`src/rtl/bnn_pkg.sv`:
```
// Shared definitions for the binarized-neuron datapath: default geometry,
// accumulator sizing helper and the accumulate/hold state type.
package bnn_pkg;

   localparam int unsigned N_DEF     = 16;
   localparam int unsigned BEATS_DEF = 4;

   function automatic int unsigned acc_width(input int unsigned n, input int unsigned beats);
      return $clog2(n * beats + 1);
   endfunction

   typedef enum logic {ACC, HOLD} neuron_state_t;

endpackage

```
`src/rtl/xnor_popcount_neuron_popcount_xnor.sv`:
```
// Combinational XNOR-popcount: number of positions where a and b agree.
module popcount_xnor #(
   parameter int unsigned N = 16
) (
   input  logic [N-1:0]             a,
   input  logic [N-1:0]             b,
   output logic [$clog2(N+1)-1:0]   cnt
);
   localparam int unsigned CW = $clog2(N + 1);

   logic [N-1:0] match;

   always_comb begin
      match = ~(a ^ b);
      cnt   = '0;
      for (int unsigned i = 0; i < N; i++) begin
         cnt = cnt + CW'(match[i]);
      end
   end

endmodule

```
`src/rtl/xnor_popcount_neuron.sv`:
```
// Binarized-neuron accumulate stage: sums XNOR popcounts over BEATS beats,
// thresholds the sum and offers bit + sum on a valid/ready output.
module xnor_popcount_neuron
   import bnn_pkg::*;
#(
   parameter  int unsigned N     = N_DEF,
   parameter  int unsigned BEATS = BEATS_DEF,
   parameter  int unsigned ACC_W = acc_width(N, BEATS),
   localparam int unsigned CNT_W = (BEATS > 1) ? $clog2(BEATS) : 1
) (
   input  logic             clk,
   input  logic             rst,
   input  logic             in_valid,
   output logic             in_ready,
   input  logic             act [N-1:0],
   input  logic             w   [N-1:0],
   input  logic [ACC_W-1:0] thr,
   input  logic             flush,
   output logic             out_valid,
   input  logic             out_ready,
   output logic             out_bit,
   output logic [ACC_W-1:0] out_sum,
   output logic [CNT_W-1:0] beat_cnt
);
   localparam int unsigned POP_W = $clog2(N + 1);

   neuron_state_t    state_q, state_d;
   logic [ACC_W-1:0] acc_q, acc_d;
   logic [CNT_W-1:0] beat_cnt_q, beat_cnt_d;
   logic [ACC_W-1:0] thr_q, thr_d;
   logic             out_valid_q, out_valid_d;
   logic             out_bit_q, out_bit_d;
   logic [ACC_W-1:0] out_sum_q, out_sum_d;

   logic [N-1:0]     act_p, w_p;
   logic [POP_W-1:0] pop;
   logic [ACC_W-1:0] acc_next;
   logic [ACC_W-1:0] thr_eff;
   logic             last_beat;

   always_comb begin
      for (int unsigned i = 0; i < N; i++) begin
         act_p[i] = act[i];
         w_p[i]   = w[i];
      end
   end

   popcount_xnor #(.N(N)) u_popcount_xnor (
      .a   (act_p),
      .b   (w_p),
      .cnt (pop)
   );

   assign acc_next  = acc_q + ACC_W'(pop);
   assign last_beat = (BEATS == 1) || (beat_cnt_q == CNT_W'(BEATS - 1));
   // On the first beat the threshold register is still stale, so compare against the live input.
   assign thr_eff   = ((BEATS == 1) || (beat_cnt_q == '0)) ? thr : thr_q;

   always_comb begin
      state_d     = state_q;
      acc_d       = acc_q;
      beat_cnt_d  = beat_cnt_q;
      thr_d       = thr_q;
      out_valid_d = out_valid_q;
      out_bit_d   = out_bit_q;
      out_sum_d   = out_sum_q;
      in_ready    = 1'b0;

      unique case (state_q)
         ACC: begin
            in_ready = !flush;
            if (flush) begin
               acc_d      = '0;
               beat_cnt_d = '0;
            end else if (in_valid) begin
               if (beat_cnt_q == '0) begin
                  thr_d = thr;
               end
               if (last_beat) begin
                  out_sum_d   = acc_next;
                  out_bit_d   = (acc_next >= thr_eff);
                  out_valid_d = 1'b1;
                  acc_d       = '0;
                  beat_cnt_d  = '0;
                  state_d     = HOLD;
               end else begin
                  acc_d      = acc_next;
                  beat_cnt_d = beat_cnt_q + 1'b1;
               end
            end
         end
         HOLD: begin
            if (out_ready) begin
               out_valid_d = 1'b0;
               state_d     = ACC;
            end
         end
         default: state_d = ACC;
      endcase
   end

   always_ff @(posedge clk or negedge rst) begin
      if (!rst) begin
         state_q     <= ACC;
         acc_q       <= '0;
         beat_cnt_q  <= '0;
         thr_q       <= '0;
         out_valid_q <= 1'b0;
         out_bit_q   <= 1'b0;
         out_sum_q   <= '0;
      end else begin
         state_q     <= state_d;
         acc_q       <= acc_d;
         beat_cnt_q  <= beat_cnt_d;
         thr_q       <= thr_d;
         out_valid_q <= out_valid_d;
         out_bit_q   <= out_bit_d;
         out_sum_q   <= out_sum_d;
      end
   end

   assign out_valid = out_valid_q;
   assign out_bit   = out_bit_q;
   assign out_sum   = out_sum_q;
   assign beat_cnt  = beat_cnt_q;

endmodule
```
`config.mk`:
```
export PLATFORM = sky130hd
export DESIGN_NAME = xnor_popcount_neuron
export DESIGN_NICKNAME = d
export VERILOG_FILES = /design/src/rtl/bnn_pkg.sv /design/src/rtl/xnor_popcount_neuron_popcount_xnor.sv /design/src/rtl/xnor_popcount_neuron.sv
export SDC_FILE = /design/constraint.sdc
export NUM_CORES = 1
export LEC_CHECK = 0
export ABC_AREA = 1
export CAP_MARGIN = 0
export CORE_MARGIN = 4
export CORE_UTILIZATION = 45
export DETAILED_ROUTE_END_ITERATION = 8
export PLACE_DENSITY = 0.85
export SYNTH_ARGS = -nofsm -noshare
export SYNTH_HDL_FRONTEND = slang
export SYNTH_HIERARCHICAL = 1
export SYNTH_SLANG_ARGS = --single-unit
```
`constraint.sdc`:
```
create_clock -name clk -period 5.4 [get_ports clk]
set_input_delay 1.35 -clock clk [delete_from_list [all_inputs] [get_ports clk]]
set_output_delay 1.35 -clock clk [all_outputs]
set_load 0.02 [all_outputs]
```
# Word level (Yosys, flattened, before mapping)
# Cells that the tools add are included.
# W data, S select, Z words.
[totals]
register_bits = 26
latchBits = 0
mem_bits_rw = 0
romBits = 0
wordCells = 59
mem_count = 0
[op_classes]
add_sub_neg = 17
multipliers = 0
div_mod_pow = 0
order_cmp = 1
eq_ne = 5
shift = 0
muxes = 18
n_bitwise = 4
n_reduce_logical = 7
[op_table]
columns = ["operator", "count"]
rows = [
  ["$add A5 B1 Y5", 14],
  ["$mux W7", 4],
  ["$not A16 Y16", 1],
  ["$xor A16 B16 Y16", 1],
  ["$mux W1", 9],
  ["$ne A2 B2 Y1 const B", 4],
  ["$reduce_and A4 Y1", 2],
  ["$add A7 B5 Y7", 1],
  ["$ge A7 B7 Y1", 1],
  ["$mux W2", 3],
  ["$pmux W1 S2", 2],
  ["$reduce_and A3 Y1", 1],
  ["$add A1 B1 Y2", 1],
  ["$add A2 B1 Y2 const B", 1],
  ["$eq A2 B2 Y1 const B", 1],
  ["$logic_not A2 Y1", 1],
  ["$not A1 Y1", 2],
  ["$reduce_and A2 Y1", 1],
  ["$reduce_bool A2 Y1", 1],
  ["$logic_not A1 Y1", 1],
]

# Depth between registers and ports, before layout
[depth]
ltp_word = 21
depth_mapped = 28
depth_no_buf = 28

# Hierarchy
# Netlist, hierarchy kept.
[modules_own_cells]
columns = ["module", "n_inst", "cells_per_inst", "area_per_inst_um2", "seq_area_each_um2"]
rows = [
  ["xnor_popcount_neuron", 1, 174, 1508.9, 650.6],
  ["popcount_xnor", 1, 52, 493.0, 0.0],
]

# Worst setup path before layout
# No wires, ideal clock.
[synth_timing]
path_kind = "input to register"
start = "input w[3] (netlist bit)"
end = "register out_bit_q, in the netlist out_bit"
setup_ns = 0.124
arrival_ns = 5.798
required_ns = 5.276
setup_slack_ns = -0.522
cell_stages = 23
path_cell_list = "xor2_1 fa_1 fa_1 fa_1 fa_1 inv_1 ha_1 fa_1 xor2_1 ha_1 nand2_2 nand2_2 nand3_2 nand2_2 nand2_2 xnor2_2 ha_1 nand2_1 inv_1 nand2_1 clkinv_1 nand2_1 a21oi_1"
[synth_via]
elab_chain_cells = 17
[synth_rtl]
columns = ["item", "line", "rtl"]
rows = [
  ["start, declared", "xnor_popcount_neuron.sv:16", "input logic w [N-1:0],"],
  ["$xor A16 B16 Y16", "xnor_popcount_neuron_popcount_xnor.sv:14", "match = ~(a ^ b);"],
  ["$not A16 Y16", "xnor_popcount_neuron_popcount_xnor.sv:14", ""],
  ["$add A5 B1 Y5 (13 in a row)", "xnor_popcount_neuron_popcount_xnor.sv:17", "cnt = cnt + CW'(match[i]);"],
  ["named net pop[2]", "xnor_popcount_neuron.sv:36", "logic [POP_W-1:0] pop;"],
  ["$add A7 B5 Y7", "xnor_popcount_neuron.sv:54", "assign acc_next = acc_q + ACC_W'(pop);"],
  ["named net acc_next[6]", "xnor_popcount_neuron.sv:37", "logic [ACC_W-1:0] acc_next;"],
  ["$ge A7 B7 Y1", "xnor_popcount_neuron.sv:81", "out_bit_d = (acc_next >= thr_eff);"],
  ["end signal, assigned", "xnor_popcount_neuron.sv:117", "out_bit_q <= out_bit_d;"],
  ["end, declared", "xnor_popcount_neuron.sv:32", "logic out_bit_q, out_bit_d;"],
]
# The timed path passes the listed nets, and every way through them passes these cells.
# A chain may end at the register's enable or synchronous reset.

# Final worst setup path
[layout_timing]
start = "input act[6] (netlist bit)"
end = "register out_bit_q, in the netlist out_bit"
[layout_via]
elab_chain_cells = 14
[layout_rtl]
columns = ["item", "line", "rtl"]
rows = [
  ["start, declared", "xnor_popcount_neuron.sv:15", "input logic act [N-1:0],"],
  ["$xor A16 B16 Y16", "xnor_popcount_neuron_popcount_xnor.sv:14", ""],
  ["$not A16 Y16", "xnor_popcount_neuron_popcount_xnor.sv:14", ""],
  ["$add A5 B1 Y5 (10 in a row)", "xnor_popcount_neuron_popcount_xnor.sv:17", ""],
  ["named net pop[2]", "xnor_popcount_neuron.sv:36", ""],
  ["$add A7 B5 Y7", "xnor_popcount_neuron.sv:54", ""],
  ["named net acc_next[6]", "xnor_popcount_neuron.sv:37", ""],
  ["$ge A7 B7 Y1", "xnor_popcount_neuron.sv:81", ""],
]
# The timed path passes the listed nets, and every way through them passes these cells.

==> metrics.txt <==
outcome finished, violations left; failing checks negative setup slack; Leakage between 1.5 and 2 nW; Pins Over Slew Limit 0; port bufs 55; Hold WC Path Type reg -> reg; Psw 1.02 mW; Initial DRT Pass Iterations 4; Comb power frac 0.805; Yosys reg bits 26; post-layout util 0.716; vias per inst between 5 and 6; initial antenna violation count 0; area taken by multi-input logic gates approximately 1400 um2; Final period util 1.09; register area 651 um2; CTS Buf Count 3; GRT Overall Usage 0.173; Placer Congestion approximately 0.8; Worst R2R Start acc_q[0]$_DFFE_PN0P_; hold path depth 2; maximum VDD drop approximately 0.4 mV; Flop pwr share 0.122; Rows 23; Post-DP Area 2740 um2; DRC violation count after routing 0; leading cell type in the layout, fill and taps excluded nand2_1; Mapped Nets roughly 300; WP data required between 5000 and 6000 ps; top-level I/O count 56; sw frac 0.461; Final Setup Violations 8; Die H about 75 um; CTS tree yes; root buf cell clkbuf_8; Initial Util 0.483; pin slew with the least headroom to its limit 778 ps; CP Data Arrival Time between 6000 and 7000 ps; Crit. End Element flop; Worst Skew 7.96 ps; RSZ-0062 raised after global routing true; worst hold endpoint out_sum[5]$_DFFE_PN0P_; Die Wd around 75 um; clock buffer depth 2; CTS Sinks 26; number of max-cap violations 0; post-synthesis instance total 226; Mean Syn Cell Area 8.86 um2; end of the worst register-to-register path out_bit$_DFFE_PN0P_; min cycle time layout around 5900 ps; final net count between 300 and 400; Layout area overhead 48.2%; DP HPWL between 3 and 4 mm; Slew HR 0.478; worst setup path class in -> reg; htree depth 1; Reg clk slew, reported paths 90 ps; flop-to-flop setup slack 3150 ps; Antenna Cells 0; most frequent cells in the layout nand2_1 (43), clkdlybuf4s50_1 (37), inv_1 (32); r2r worst-path depth 15; YS warnings 6; Worst Path Max Fanout 4; vias in the first global route between 1,500 and 2,000; sequential element share of the synthesized area 0.325; Core ar. 4140 um2; area of the mapped netlist ~2000 um2; die area ~5600 um2; Clock power frac 0.073; Setup WS post-layout -481 ps; Power Internal between 1 and 1.5 mW; cts hold-fix bufs 0; Avg WL per Cell 13.4 um; Power Dens Cells between 700 and 800 nW/um2; library cells used by synthesis 30; clk_lat worst skew 270 ps; fmax between 150 and 200 MHz; Final ANT Viol Nets 0; fin area approximately 3000 um2; first-pass GRT wire length ~7.6 mm; via count around 1,800; Final Hold Viols 0; gr ovfl total 0; Filler Cell Count between 300 and 400; layout cells sized above 1 0.320; Critical Path Start Type input pin; Final Power 2.20 mW; pin count of the biggest net entering global routing 27; hold_sp out_sum[5]$_DFFE_PN0P_; Starting DRT DRC Count 143; Total Wirelength 4.72 mm
cell families (layout without fill, tap and decap cells):
family	after synthesis	in the layout	synth area share
AND/OR/NAND/NOR	77	77	0.168
buffers and inverters	41	118	0.0819
flip-flops	26	26	0.325
XOR/XNOR	20	20	0.0913
adder cells (fa/ha/maj)	29	29	0.223
AO/OA/AOI/OAI	28	28	0.0863
multiplexers	5	5	0.0250
sequential cells by signal, summed over array words and instances (netlist names):
| signal | count |
|---|---|
| acc_q | 7 |
| out_sum | 7 |
| thr_q | 7 |
| beat_cnt | 2 |
| out_bit | 1 |
| out_valid | 1 |
| state_q | 1 |
routing by layer:
layer	track usage	part of all wire
met1	0.201	0.39
met2	0.317	0.52
met3	0.0360	0.076
met4	0.0573	0.013
met5	0	0
worst max-delay path, stage by stage:
cell	delay, ps
buf_6	90
xor2_2	170
fa_1	510
fa_1	590
fa_1	430
fa_1	490
inv_1	50
ha_2	190
fa_2	390
xor2_2	180
ha_1	370
nand2_2	80
nand2_2	80
nand3_2	80
nand2_2	80
nand2_2	60
xnor2_2	190
ha_1	290
nand2_1	100
inv_1	50
nand2_1	70
clkinv_2	60
nand2_2	70
a21oi_2	40
stage by stage:
step / hold slack (ps) / setup WS [ps] / cells / setup TNS (ps)
floorplan: 458 / -358 / 226 / -358
global placement: 466 / -974 / 342 / -7210
detailed placement: 467 / -1110 / 342 / -8490
CTS: 490 / -442 / 350 / -800
global route: 512 / -617 / 353 / -2340
finish: 489 / -481 / 353 / -1140
worst max path at each step:
stage          startpoint                  end  depth (start not counted)
6_report           act[6]  out_bit$_DFFE_PN0P_                         24
5_1_grt            act[6]  out_bit$_DFFE_PN0P_                         24
4_1_cts            act[6]  out_bit$_DFFE_PN0P_                         24
3_5_place_dp        w[12]  out_bit$_DFFE_PN0P_                         25
3_3_place_gp        w[12]  out_bit$_DFFE_PN0P_                         25
2_1_floorplan       w[12]  out_bit$_DFFE_PN0P_                         24
power by group through the flow:
stage               registers (mW)  logic (mW)  clock network (mW)
CTS                          0.269        1.53               0.162
floorplan                    0.293       0.858                   0
finish                       0.269        1.77               0.161
global route                 0.275        2.00               0.169
detailed placement           0.272        1.38                   0
global placement             0.269        1.32                   0
final cells by class:
class | count | area share
clock buffer | 3 | 0.0139
inverter | 38 | 0.0485
multi-input combinational | 159 | 0.466
timing repair buffer | 76 | 0.221
clock inverter | 1 | 0.0101
tap | 50 | 0.0211
sequential | 26 | 0.219
synthesized netlist by cell type:
| library cell | instances | area share |
|---|---|---|
| nand2_1 | 53 | 0.099 |
| inv_1 | 34 | 0.064 |
| dfrtp_1 | 26 | 0.32 |
| ha_1 | 18 | 0.11 |
| o21ai_1 | 15 | 0.037 |
| fa_1 | 11 | 0.11 |
| xor2_1 | 10 | 0.044 |
| xnor2_1 | 9 | 0.039 |
| nand3_1 | 7 | 0.017 |
| mux2i_1 | 5 | 0.025 |
| nand2_2 | 5 | 0.016 |
| nor2_1 | 5 | 0.0094 |
| a21oi_1 | 3 | 0.0075 |
| inv_2 | 3 | 0.0056 |
| o21ai_2 | 3 | 0.013 |
| buf_2 | 2 | 0.0050 |
| nand4_1 | 2 | 0.0062 |
| nor2_2 | 2 | 0.0062 |
| o21ai_0 | 2 | 0.0050 |
| a211oi_2 | 1 | 0.0062 |
| a22o_1 | 1 | 0.0044 |
| a31o_1 | 1 | 0.0044 |
| a31oi_1 | 1 | 0.0031 |
| a32o_1 | 1 | 0.0050 |
| buf_6 | 1 | 0.0056 |
| clkinv_1 | 1 | 0.0019 |
| nand3_2 | 1 | 0.0050 |
| nor2_4 | 1 | 0.0056 |
| or2_1 | 1 | 0.0031 |
| xnor2_2 | 1 | 0.0081 |
what timing repair did:
| item | CTS | global route |
|---|---|---|
| setup buffers | 7 | 6 |
| gates resized for setup | 86 | 25 |
| gates cloned | 0 | 0 |
| setup endpoints to repair | 13 | 11 |
| pin swaps | 26 | 26 |
Note: power is estimated with default switching activity, not from simulation.
